==> config.mk <==
export PLATFORM = sky130hd
export DESIGN_NAME = retire_trace_buffer
export DESIGN_NICKNAME = d
export VERILOG_FILES = /design/src/rtl/riscv_pkg.sv /design/src/rtl/sync_fifo.sv /design/src/rtl/retire_trace_buffer.sv
export SDC_FILE = /design/constraint.sdc
export NUM_CORES = 2
export LEC_CHECK = 0
export ABC_AREA = 1
export BUFFER_PORTS_ARGS = -buffer_cell sky130_fd_sc_hd__buf_2
export CORE_UTILIZATION = 30
export DETAILED_ROUTE_END_ITERATION = 10
export SLEW_MARGIN = 20
export SYNTH_ARGS = -nofsm -noshare
export SYNTH_HDL_FRONTEND = slang
export SYNTH_SLANG_ARGS = --single-unit
==> constraint.sdc <==
create_clock -name clk_i -period 12.5 [get_ports clk_i]
set_input_delay 0.625 -clock clk_i [delete_from_list [all_inputs] [get_ports clk_i]]
set_output_delay 0.625 -clock clk_i [all_outputs]
set_load 0.01 [all_outputs]
==> src/rtl/riscv_pkg.sv <==
// ---------------------------------------------------------------------------
// riscv_pkg
// Shared definitions for the retire trace path.
//   XLEN           : architectural register width of the core
//   TRACE_SEQ_W    : width of the retire sequence number
//   retire_entry_t : one captured retirement as stored in the trace FIFO
// ---------------------------------------------------------------------------
package riscv_pkg;

   localparam int XLEN        = 32;
   localparam int TRACE_SEQ_W = 32;

   typedef struct packed {
      logic [TRACE_SEQ_W-1:0] seq;
      logic [XLEN-1:0]        pc;
      logic [XLEN-1:0]        instr;
      logic [4:0]             reg_addr;
      logic [XLEN-1:0]        reg_data;
      logic [XLEN-1:0]        mem_addr;
      logic [XLEN-1:0]        mem_data;
      logic                   mem_wrt;
   } retire_entry_t;

endpackage

==> src/rtl/sync_fifo.sv <==
// ---------------------------------------------------------------------------
// sync_fifo
// First-word-fall-through synchronous FIFO. The head entry is presented on
// rdata_o whenever empty_o is low; pop_i consumes it.
//   clk_i / rstn_i : clock, asynchronous active-low reset (pointers, level)
//   clr_i          : synchronous flush, wins over push and pop
//   push_i, wdata_i: write request and data (ignored when full without pop)
//   pop_i          : read request (ignored when empty)
//   rdata_o        : head entry
//   full_o/empty_o : status flags
//   level_o        : registered number of stored entries
// Storage is not reset; only the pointers define valid contents.
// ---------------------------------------------------------------------------
module sync_fifo #(
   parameter  int WIDTH = 8,
   parameter  int DEPTH = 16,
   localparam int AW    = $clog2(DEPTH),
   localparam int LW    = AW + 1
) (
   input  logic             clk_i,
   input  logic             rstn_i,
   input  logic             clr_i,
   input  logic             push_i,
   input  logic [WIDTH-1:0] wdata_i,
   input  logic             pop_i,
   output logic [WIDTH-1:0] rdata_o,
   output logic             full_o,
   output logic             empty_o,
   output logic [LW-1:0]    level_o
);

   logic [WIDTH-1:0] r_mem [DEPTH];
   logic [LW-1:0]    r_wptr;
   logic [LW-1:0]    r_rptr;
   logic [LW-1:0]    r_level;
   logic             w_full;
   logic             w_empty;
   logic             w_push;
   logic             w_pop;

   // Pointers carry one extra wrap bit so full and empty are distinguishable.
   assign w_full  = (r_wptr[AW] != r_rptr[AW]) && (r_wptr[AW-1:0] == r_rptr[AW-1:0]);
   assign w_empty = (r_wptr == r_rptr);
   assign w_pop   = pop_i & ~w_empty & ~clr_i;
   // A pop in the same cycle frees the slot, so full does not block the push.
   assign w_push  = push_i & (~w_full | w_pop) & ~clr_i;

   // Read and write pointer update.
   always_ff @(posedge clk_i or negedge rstn_i) begin
      if (!rstn_i) begin
         r_wptr <= {LW{1'b0}};
         r_rptr <= {LW{1'b0}};
      end else if (clr_i) begin
         r_wptr <= {LW{1'b0}};
         r_rptr <= {LW{1'b0}};
      end else begin
         if (w_push) begin
            r_wptr <= r_wptr + LW'(1);
         end
         if (w_pop) begin
            r_rptr <= r_rptr + LW'(1);
         end
      end
   end

   // Registered fill level, updated on the same edge as the pointers.
   always_ff @(posedge clk_i or negedge rstn_i) begin
      if (!rstn_i) begin
         r_level <= {LW{1'b0}};
      end else if (clr_i) begin
         r_level <= {LW{1'b0}};
      end else begin
         case ({w_push, w_pop})
            2'b10:   r_level <= r_level + LW'(1);
            2'b01:   r_level <= r_level - LW'(1);
            default: r_level <= r_level;
         endcase
      end
   end

   // Storage write; contents outside the pointer window are don't-care.
   always_ff @(posedge clk_i) begin
      if (w_push) begin
         r_mem[r_wptr[AW-1:0]] <= wdata_i;
      end
   end

   assign rdata_o = r_mem[r_rptr[AW-1:0]];
   assign full_o  = w_full;
   assign empty_o = w_empty;
   assign level_o = r_level;

endmodule

==> src/rtl/retire_trace_buffer.sv <==
// ---------------------------------------------------------------------------
// retire_trace_buffer
// Captures every retirement of the core into a FWFT FIFO, stamps it with a
// 32-bit retire sequence number and drains it over valid/ready. The core is
// never stalled: retirements arriving while full are dropped and counted.
//   clk_i, rstn_i    : clock, asynchronous active-low reset
//   clear_i          : synchronous flush of FIFO, sequence and drop state
//   enable_i         : capture enable
//   update_i + pc_i/instr_i/reg_*_i/mem_*_i : retire port of the core
//   trace_valid_o/trace_ready_i : head handshake
//   trace_*_o        : head entry fields, zero when empty
//   level_o          : stored entries
//   drop_cnt_o       : saturating count of dropped retirements
//   overflow_o       : sticky, set on the first drop
// ---------------------------------------------------------------------------
module retire_trace_buffer
   import riscv_pkg::*;
#(
   parameter  int DEPTH  = 16,
   parameter  int DROP_W = 16,
   localparam int LW     = $clog2(DEPTH) + 1
) (
   input  logic                   clk_i,
   input  logic                   rstn_i,
   input  logic                   clear_i,
   input  logic                   enable_i,
   input  logic                   update_i,
   input  logic [XLEN-1:0]        pc_i,
   input  logic [XLEN-1:0]        instr_i,
   input  logic [4:0]             reg_addr_i,
   input  logic [XLEN-1:0]        reg_data_i,
   input  logic [XLEN-1:0]        mem_addr_i,
   input  logic [XLEN-1:0]        mem_data_i,
   input  logic                   mem_wrt_i,
   output logic                   trace_valid_o,
   input  logic                   trace_ready_i,
   output logic [TRACE_SEQ_W-1:0] trace_seq_o,
   output logic [XLEN-1:0]        trace_pc_o,
   output logic [XLEN-1:0]        trace_instr_o,
   output logic [4:0]             trace_reg_addr_o,
   output logic [XLEN-1:0]        trace_reg_data_o,
   output logic [XLEN-1:0]        trace_mem_addr_o,
   output logic [XLEN-1:0]        trace_mem_data_o,
   output logic                   trace_mem_wrt_o,
   output logic [LW-1:0]          level_o,
   output logic [DROP_W-1:0]      drop_cnt_o,
   output logic                   overflow_o
);

   localparam int ENTRY_W = $bits(retire_entry_t);

   logic [TRACE_SEQ_W-1:0] r_seq;
   logic [DROP_W-1:0]      r_drop_cnt;
   logic                   r_overflow;

   logic                   w_capture;
   logic                   w_pop;
   logic                   w_push;
   logic                   w_drop;
   logic                   w_full;
   logic                   w_empty;
   retire_entry_t          w_wentry;
   retire_entry_t          w_rentry;
   retire_entry_t          w_head;
   logic [ENTRY_W-1:0]     w_rdata;

   assign w_capture = enable_i & update_i;
   assign w_pop     = ~w_empty & trace_ready_i;
   assign w_push    = w_capture & (~w_full | w_pop) & ~clear_i;
   assign w_drop    = w_capture & w_full & ~w_pop & ~clear_i;

   // The entry carries the pre-increment sequence number.
   assign w_wentry.seq      = r_seq;
   assign w_wentry.pc       = pc_i;
   assign w_wentry.instr    = instr_i;
   assign w_wentry.reg_addr = reg_addr_i;
   assign w_wentry.reg_data = reg_data_i;
   assign w_wentry.mem_addr = mem_addr_i;
   assign w_wentry.mem_data = mem_data_i;
   assign w_wentry.mem_wrt  = mem_wrt_i;

   sync_fifo #(
      .WIDTH (ENTRY_W),
      .DEPTH (DEPTH)
   ) u_fifo (
      .clk_i   (clk_i),
      .rstn_i  (rstn_i),
      .clr_i   (clear_i),
      .push_i  (w_push),
      .wdata_i (w_wentry),
      .pop_i   (w_pop),
      .rdata_o (w_rdata),
      .full_o  (w_full),
      .empty_o (w_empty),
      .level_o (level_o)
   );

   assign w_rentry = retire_entry_t'(w_rdata);

   // Sequence counter advances on every capture, pushed or dropped.
   always_ff @(posedge clk_i or negedge rstn_i) begin
      if (!rstn_i) begin
         r_seq <= {TRACE_SEQ_W{1'b0}};
      end else if (clear_i) begin
         r_seq <= {TRACE_SEQ_W{1'b0}};
      end else if (w_capture) begin
         r_seq <= r_seq + TRACE_SEQ_W'(1);
      end
   end

   // Saturating drop counter and sticky overflow flag.
   always_ff @(posedge clk_i or negedge rstn_i) begin
      if (!rstn_i) begin
         r_drop_cnt <= {DROP_W{1'b0}};
         r_overflow <= 1'b0;
      end else if (clear_i) begin
         r_drop_cnt <= {DROP_W{1'b0}};
         r_overflow <= 1'b0;
      end else if (w_drop) begin
         r_overflow <= 1'b1;
         if (r_drop_cnt != {DROP_W{1'b1}}) begin
            r_drop_cnt <= r_drop_cnt + DROP_W'(1);
         end
      end
   end

   // Head fields are masked to zero while the FIFO is empty so stale
   // storage never leaks onto the trace port.
   always_comb begin
      w_head = '0;
      if (!w_empty) begin
         w_head = w_rentry;
      end else begin
         w_head = '0;
      end
   end

   assign trace_valid_o    = ~w_empty;
   assign trace_seq_o      = w_head.seq;
   assign trace_pc_o       = w_head.pc;
   assign trace_instr_o    = w_head.instr;
   assign trace_reg_addr_o = w_head.reg_addr;
   assign trace_reg_data_o = w_head.reg_data;
   assign trace_mem_addr_o = w_head.mem_addr;
   assign trace_mem_data_o = w_head.mem_data;
   assign trace_mem_wrt_o  = w_head.mem_wrt;
   assign drop_cnt_o       = r_drop_cnt;
   assign overflow_o       = r_overflow;

endmodule

### Yosys cells after proc, flatten, opt, wreduce, memory -nomap -nowiden

Memories as Yosys holds them, arrays and structs flattened.
Cells that the tools add are included.

| operators by class | value |
|---|---|
| reductions and logical operators | 8 |
| multiplexer cells | 16 |
| bitwise operators | 17 |
| add/subtract/negate cells | 6 |
| equality and inequality tests | 6 |

Operators by type and width:

| operator | number |
|---|---|
| 198-bit two-way mux | 1 |
| 32-bit two-way mux | 2 |
| 16-bit two-way mux | 3 |
| 32-bit by 1-bit adder with 32-bit output, second input constant | 1 |
| 5-bit two-way mux | 5 |
| 16-bit by 1-bit adder with 16-bit output, second input constant | 1 |
| 16-bit inequality test, second input constant | 1 |
| 5-bit by 1-bit adder with 5-bit output, second input constant | 3 |
| 1-bit bitwise AND | 11 |
| 5-bit case mux with 2 select lines | 1 |
| 2-bit nonzero test | 5 |
| 5-bit equality test | 1 |
| 5-bit by 1-bit subtractor with 5-bit output, second input constant | 1 |
| 4-bit equality test | 1 |
| 1-bit two-way mux | 4 |
| 1-bit inverter | 4 |
| 3-bit nonzero test | 1 |
| 2-bit by 1-bit equality test with 1-bit output, second input constant | 1 |
| 2-bit equality test, second input constant | 1 |
| 1-bit bitwise OR | 2 |
| 2-bit AND reduction | 1 |
| 1-bit logical AND | 1 |
| 1-bit inequality test | 1 |

| word-level totals | value |
|---|---|
| flip-flop bits (word level) | 64 |
| bits in writable memories | 3168 |
| memories kept | 1 |
| input bits | 172 |

Memories:

| memory | words | width | read ports | clocked after memory_dff | wr ports | RTL line | RTL |
|---|---|---|---|---|---|---|---|
| u_fifo.r_mem | 16 | 198 | 1 | 0 | 1 | sync_fifo.sv:32 | `logic [WIDTH-1:0] r_mem [DEPTH];` |

### Depth between registers and ports, before layout

| depth | value |
|---|---|
| depth in word-level cells | 11 |
| gate-level depth with buffers | 17 |

### Cells and area by module

A second synthesis with hierarchy kept.

| unflattened totals | value |
|---|---|
| cells, all modules | 9576 |
| area total of the unflattened synthesis | 126822.9 um^2 |

Modules (own cells, without submodules):

| module | area each (um^2) | times used | sequential area each (um^2) | cells an instance |
|---|---|---|---|---|
| sync_fifo | 122267.3 | 1 | 95506.6 | 8730 |
| retire_trace_buffer | 4555.6 | 1 | 1226.2 | 846 |

### Worst setup path after synthesis

No wires, ideal clock.

| path | value |
|---|---|
| path kind | input to register |
| start point | input port clear_i |
| end point | register u_fifo.r_wptr[4] |
| cell stages on the path | 8 |
| setup time | 0.110 ns |
| setup slack | 2.108 ns |
| arrival | 10.282 ns |
| cells stage by stage | clkbuf_1 nor2_1 nand2_2 inv_2 nand2_1 nor2_1 inv_1 o21ai_1 |

| on the way | value |
|---|---|
| longest elaborated chain between the ends | 6 |

Ends and longest elaborated chain:

| what | RTL line | RTL |
|---|---|---|
| from (decl) | retire_trace_buffer.sv:25 | `input logic clear_i,` |
| 1-bit inverter | sync_fifo.sv:44, sync_fifo.sv:46, retire_trace_buffer.sv:69 |  |
| 1-bit bitwise AND | sync_fifo.sv:44 | `assign w_pop = pop_i & ~w_empty & ~clr_i;` |
| 1-bit bitwise OR | sync_fifo.sv:46 | `assign w_push = push_i & (~w_full \| w_pop) & ~clr_i;` |
| 1-bit bitwise AND (2 in a row) | sync_fifo.sv:46 |  |
| 2-bit nonzero test (no line) | n/a |  |
| to (signal assigned) | sync_fifo.sv:51 | `r_wptr <= {LW{1'b0}};` |
| to (signal assigned) | sync_fifo.sv:54 | `r_wptr <= {LW{1'b0}};` |
| to (signal assigned) | sync_fifo.sv:58 | `r_wptr <= r_wptr + LW'(1);` |
| to (decl) | sync_fifo.sv:33 | `logic [LW-1:0] r_wptr;` |

Parallel ways exist; a longest one is shown, timed or not.
A chain may end at the register's enable or synchronous reset.

### Worst setup path after layout

| path | value |
|---|---|
| start point | register u_fifo.r_rptr[0] |
| end point | output port trace_reg_data_o[9] |

| on the way | value |
|---|---|
| longest elaborated chain between the ends | 2 |

Ends and longest elaborated chain:

| what | RTL line | RTL |
|---|---|---|
| from (decl) | sync_fifo.sv:34 | `logic [LW-1:0] r_rptr;` |
| from (signal assigned) | sync_fifo.sv:52 | `r_rptr <= {LW{1'b0}};` |
| from (signal assigned) | sync_fifo.sv:55 | `r_rptr <= {LW{1'b0}};` |
| from (signal assigned) | sync_fifo.sv:61 | `r_rptr <= r_rptr + LW'(1);` |
| memory 16 x 198 bit or 5-bit equality test (tied branches) | n/a |  |
| 198-bit two-way mux * | retire_trace_buffer.sv:131 | `if (!w_empty) begin` |
| to (decl) | retire_trace_buffer.sv:41 | `output logic [XLEN-1:0] trace_reg_data_o,` |

Mark *: on every way between the ends. The rest lies on a longest branch, timed or not.

==> results.md <==
- Outcome: finished with violations
- Violated checks: max-slew violations
- Worst hold path type: input port to flop
- Post-detailed-placement half-perimeter wirelength: about 170 mm
- Fin crit period: around 8000 ps
- Maximum capacitance violations: 0
- Global-route wire length before repair: 511 mm
- Highest achievable clock rate: 124 MHz
- Number of synthesized register bits: 3232
- Vias in the first global route: roughly 76000
- Later-pin clock latency in the skew report: 940 ps
- Clock buffers created by TritonCTS: 340
- Root buffer selected by CTS: sky130_fd_sc_hd__clkbuf_16
- Share of the yosys chip area belonging to registers: 0.771
- Die ar.: 421000 µm²
- Post-Synthesis Net Count: 9309
- Remaining routing DRC violations: 0
- CTS clk-pin slew, worst paths: 60 ps
- Floorplan Core Area: about 420000 µm²
- Number of rows created at floorplan: 237
- Flop pwr share: 0.500
- Dominant cells by area after synthesis: sky130_fd_sc_hd__edfxtp_1, sky130_fd_sc_hd__o21ai_0, sky130_fd_sc_hd__nor2_1, sky130_fd_sc_hd__o22ai_1, sky130_fd_sc_hd__o221ai_1
- Relative contribution of the clock network to total power: 0.417
- RD Place Congestion: 0.770
- Crit Path Max Fanout: 213
- Max H-tree Level: 5
- Synthesis Warnings: 0
- Headroom to the max-slew limit: -0.00910
- Cell count after placement: 14500
- Power Dens Cells: 164 nW/µm²
- Internal Dissipation: between 0.015 and 0.02 W
- Layout Area Growth over Synthesis: 16.0%
- CP required: 11880 ps
- Setup crit end kind: output pin
- RSZ-0062 raised after global routing: false
- Final Hold Fails: 0
- Area share of the largest cell type after synthesis: 0.758
- Most used cells in the layout excluding fill and tap cells: sky130_fd_sc_hd__edfxtp_1, sky130_fd_sc_hd__nor2_1, sky130_fd_sc_hd__o21ai_0
- Antenna violations before repair: 32
- Synthesized area: between 100000 and 150000 µm²
- Via count normalized by instance count: 5.23
- Ports: about 390
- Horizontal extent of the die: 649 µm
- Max-slew violation count: 23
- Sw Share: 0.242
- Synth Instances: 9128
- Combinational cell fraction of total power: 0.083
- Initial core utilization: 0.301
- Startpoint types: flop
- Overall track demand over capacity in global routing: 0.160
- Part of the cycle the worst path needs: 0.643
- Transition time at the pin with the least slew margin: 1510 ps
- Total global routing overflow: 0
- Clk sink count: 3232
- Final setup violating endpoints: 0
- Total via count in the routed design: 79800
- Post-detailed-route wirelength per cell: 23.1 µm
- Top cell type by total area after synthesis: sky130_fd_sc_hd__edfxtp_1
- Kind of critical path: flop to output pin
- Syn avg cell area: 13.8 µm²
- Peak supply drop: 120 µV
- Largest net degree at the start of global routing: 228
- Power dissipated by switching net loads: just under 0.006 W
- Port Buffer Count: 392
- Count of nets after finishing: 9648
- Number of fillers in the final layout: approximately 40000
- Detailed-router iteration count before antenna repair: 6
- Final cell count without fillers: 15300
- Final wirelength: between 300 and 400 mm
- Aggregate negative setup slack: 0 ps
- CTS tree: yes
- Arrival time at the worst endpoint: about 7400 ps
- Die height: 649 µm
- Static power due to leakage: 45.9 nW
- Number of antenna-violating nets in the routed design: 0
- Post-CTS Resized: 0
- Clock Path Buffers: 4
- Share of post-route cells with drive strength above 1: 0.108
- Violation count after the first detailed-routing iteration: 8993
- Most common cell after layout, fill and taps aside: sky130_fd_sc_hd__edfxtp_1
- Setup clock skew after layout: 74.6 ps
- Count of distinct cell types in the synthesized netlist: 41
==> cell families (layout without fill, tap and decap cells) <==
kind of cell               Yosys count  after routing  share of synthesized area
and+or+nand+nor                   2398           2398                     0.0751
AOI/OAI and AO/OA                 2725           2725                      0.127
adders and majority gates            9              9                   0.000897
other                                0             16                          0
xor gates and xnor gates            27             27                    0.00188
DFF                               3232           3232                      0.771
buffers and inverters              737           1352                     0.0246
==> repair_timing <==
action                                  CTS  global route
hold buffers                            144             0
endpoints found under the hold margin  2072             0
buffers inserted                          0             0
==> registers in the layout, summed over array words and instances (netlist names) <==
name / cells
u_fifo.r_mem: 3168
r_seq: 32
drop_cnt_o: 16
u_fifo.level_o: 5
u_fifo.r_rptr: 5
u_fifo.r_wptr: 5
overflow_o: 1
==> critical path, stage by stage (launching register included) <==
cell and delay, ps:
sky130_fd_sc_hd__dfrtp_4 1080, sky130_fd_sc_hd__buf_4 660, sky130_fd_sc_hd__buf_4 750, sky130_fd_sc_hd__buf_4 770, sky130_fd_sc_hd__buf_12 680, sky130_fd_sc_hd__buf_4 900, sky130_fd_sc_hd__o21ai_0 240, sky130_fd_sc_hd__o22ai_1 240
sky130_fd_sc_hd__o211ai_1 120, sky130_fd_sc_hd__a31oi_1 420, sky130_fd_sc_hd__buf_2 220
==> worst paths after layout <==
check,startpoint,endpoint,slack [ps],cells after the start
worst max-delay path,u_fifo.r_rptr[0],trace_reg_data_o[9],4460,10
worst min-delay path,pc_i[10],u_fifo.r_mem[3][144],100,1
worst max register to register,u_fifo.r_rptr[0],u_fifo.r_mem[14][58],6620,13
worst min register to register,u_fifo.r_wptr[4],u_fifo.r_wptr[4],510,1
max in group asynchronous,rstn_i,u_fifo.r_rptr[1],11500,2
min in group asynchronous,rstn_i,u_fifo.level_o[1],330,2
==> stage by stage <==
step / total power, W / utilization / setup WS (ps) / area [µm²] / hold WS [ps]
6_report: 0.0239 / 0.350 / 4460 / 146000 / 98.9
2_1_floorplan: 0.0134 / - / 2110 / 126000 / 329
5_1_grt: 0.0246 / 0.349 / 4090 / 146000 / 19.8
3_3_place_gp: 0.0141 / 0.319 / 5740 / 133000 / 480
4_1_cts: 0.0241 / 0.349 / 4520 / 146000 / 0.120
3_5_place_dp: 0.0141 / 0.320 / 5600 / 133000 / 488
==> per-layer routing <==
| metal | up-vias | track usage | part of all wire |
|---|---|---|---|
| li1 | 35400 | - | - |
| met1 | 40600 | 0.224 | 0.43 |
| met2 | 3239 | 0.254 | 0.46 |
| met3 | 630 | 0.0255 | 0.076 |
| met4 | 12 | 0.0488 | 0.030 |
| met5 | - | 0 | 0.00020 |
==> synth_stat cells, drive strengths merged <==
cell	instances
o211ai	82
nor2	1652
and3	1
dfrtp	64
nand4	9
nor3	31
a211oi	1
inv	68
or2	1
o221ai	314
xor2	16
nor4	11
o21a	2
nor3b	1
nand2	536
o31ai	18
o21bai	2
nand3	155
a21oi	13
ha	9
a22oi	1
o22ai	479
and2	1
edfxtp	3168
buf	179
clkbuf	490
o21ai	1615
xnor2	11
a31oi	198
==> cell type report <==
cell class / count / area [µm²] / area share
flip-flops and latches: 3232 / 96700 / 0.664
multi-input cells: 5159 / 25800 / 0.177
clock buffers: 427 / 8970 / 0.0616
well taps: 5497 / 6880 / 0.0472
repair buffers: 666 / 4840 / 0.0332
clock inverters: 191 / 2010 / 0.0138
inverters: 68 / 300 / 0.00206
diodes: 16 / 40.0 / 0.000275
==> power by group through the flow <==
stage	sequential, W	combinational, W	clock [W]
6_report	0.0119	0.00199	0.00996
5_1_grt	0.0119	0.00217	0.0105
4_1_cts	0.0119	0.00199	0.0101
3_5_place_dp	0.0122	0.00194	0
3_3_place_gp	0.0122	0.00193	0
2_1_floorplan	0.0122	0.00121	0
(Power assumes the default switching activity.)
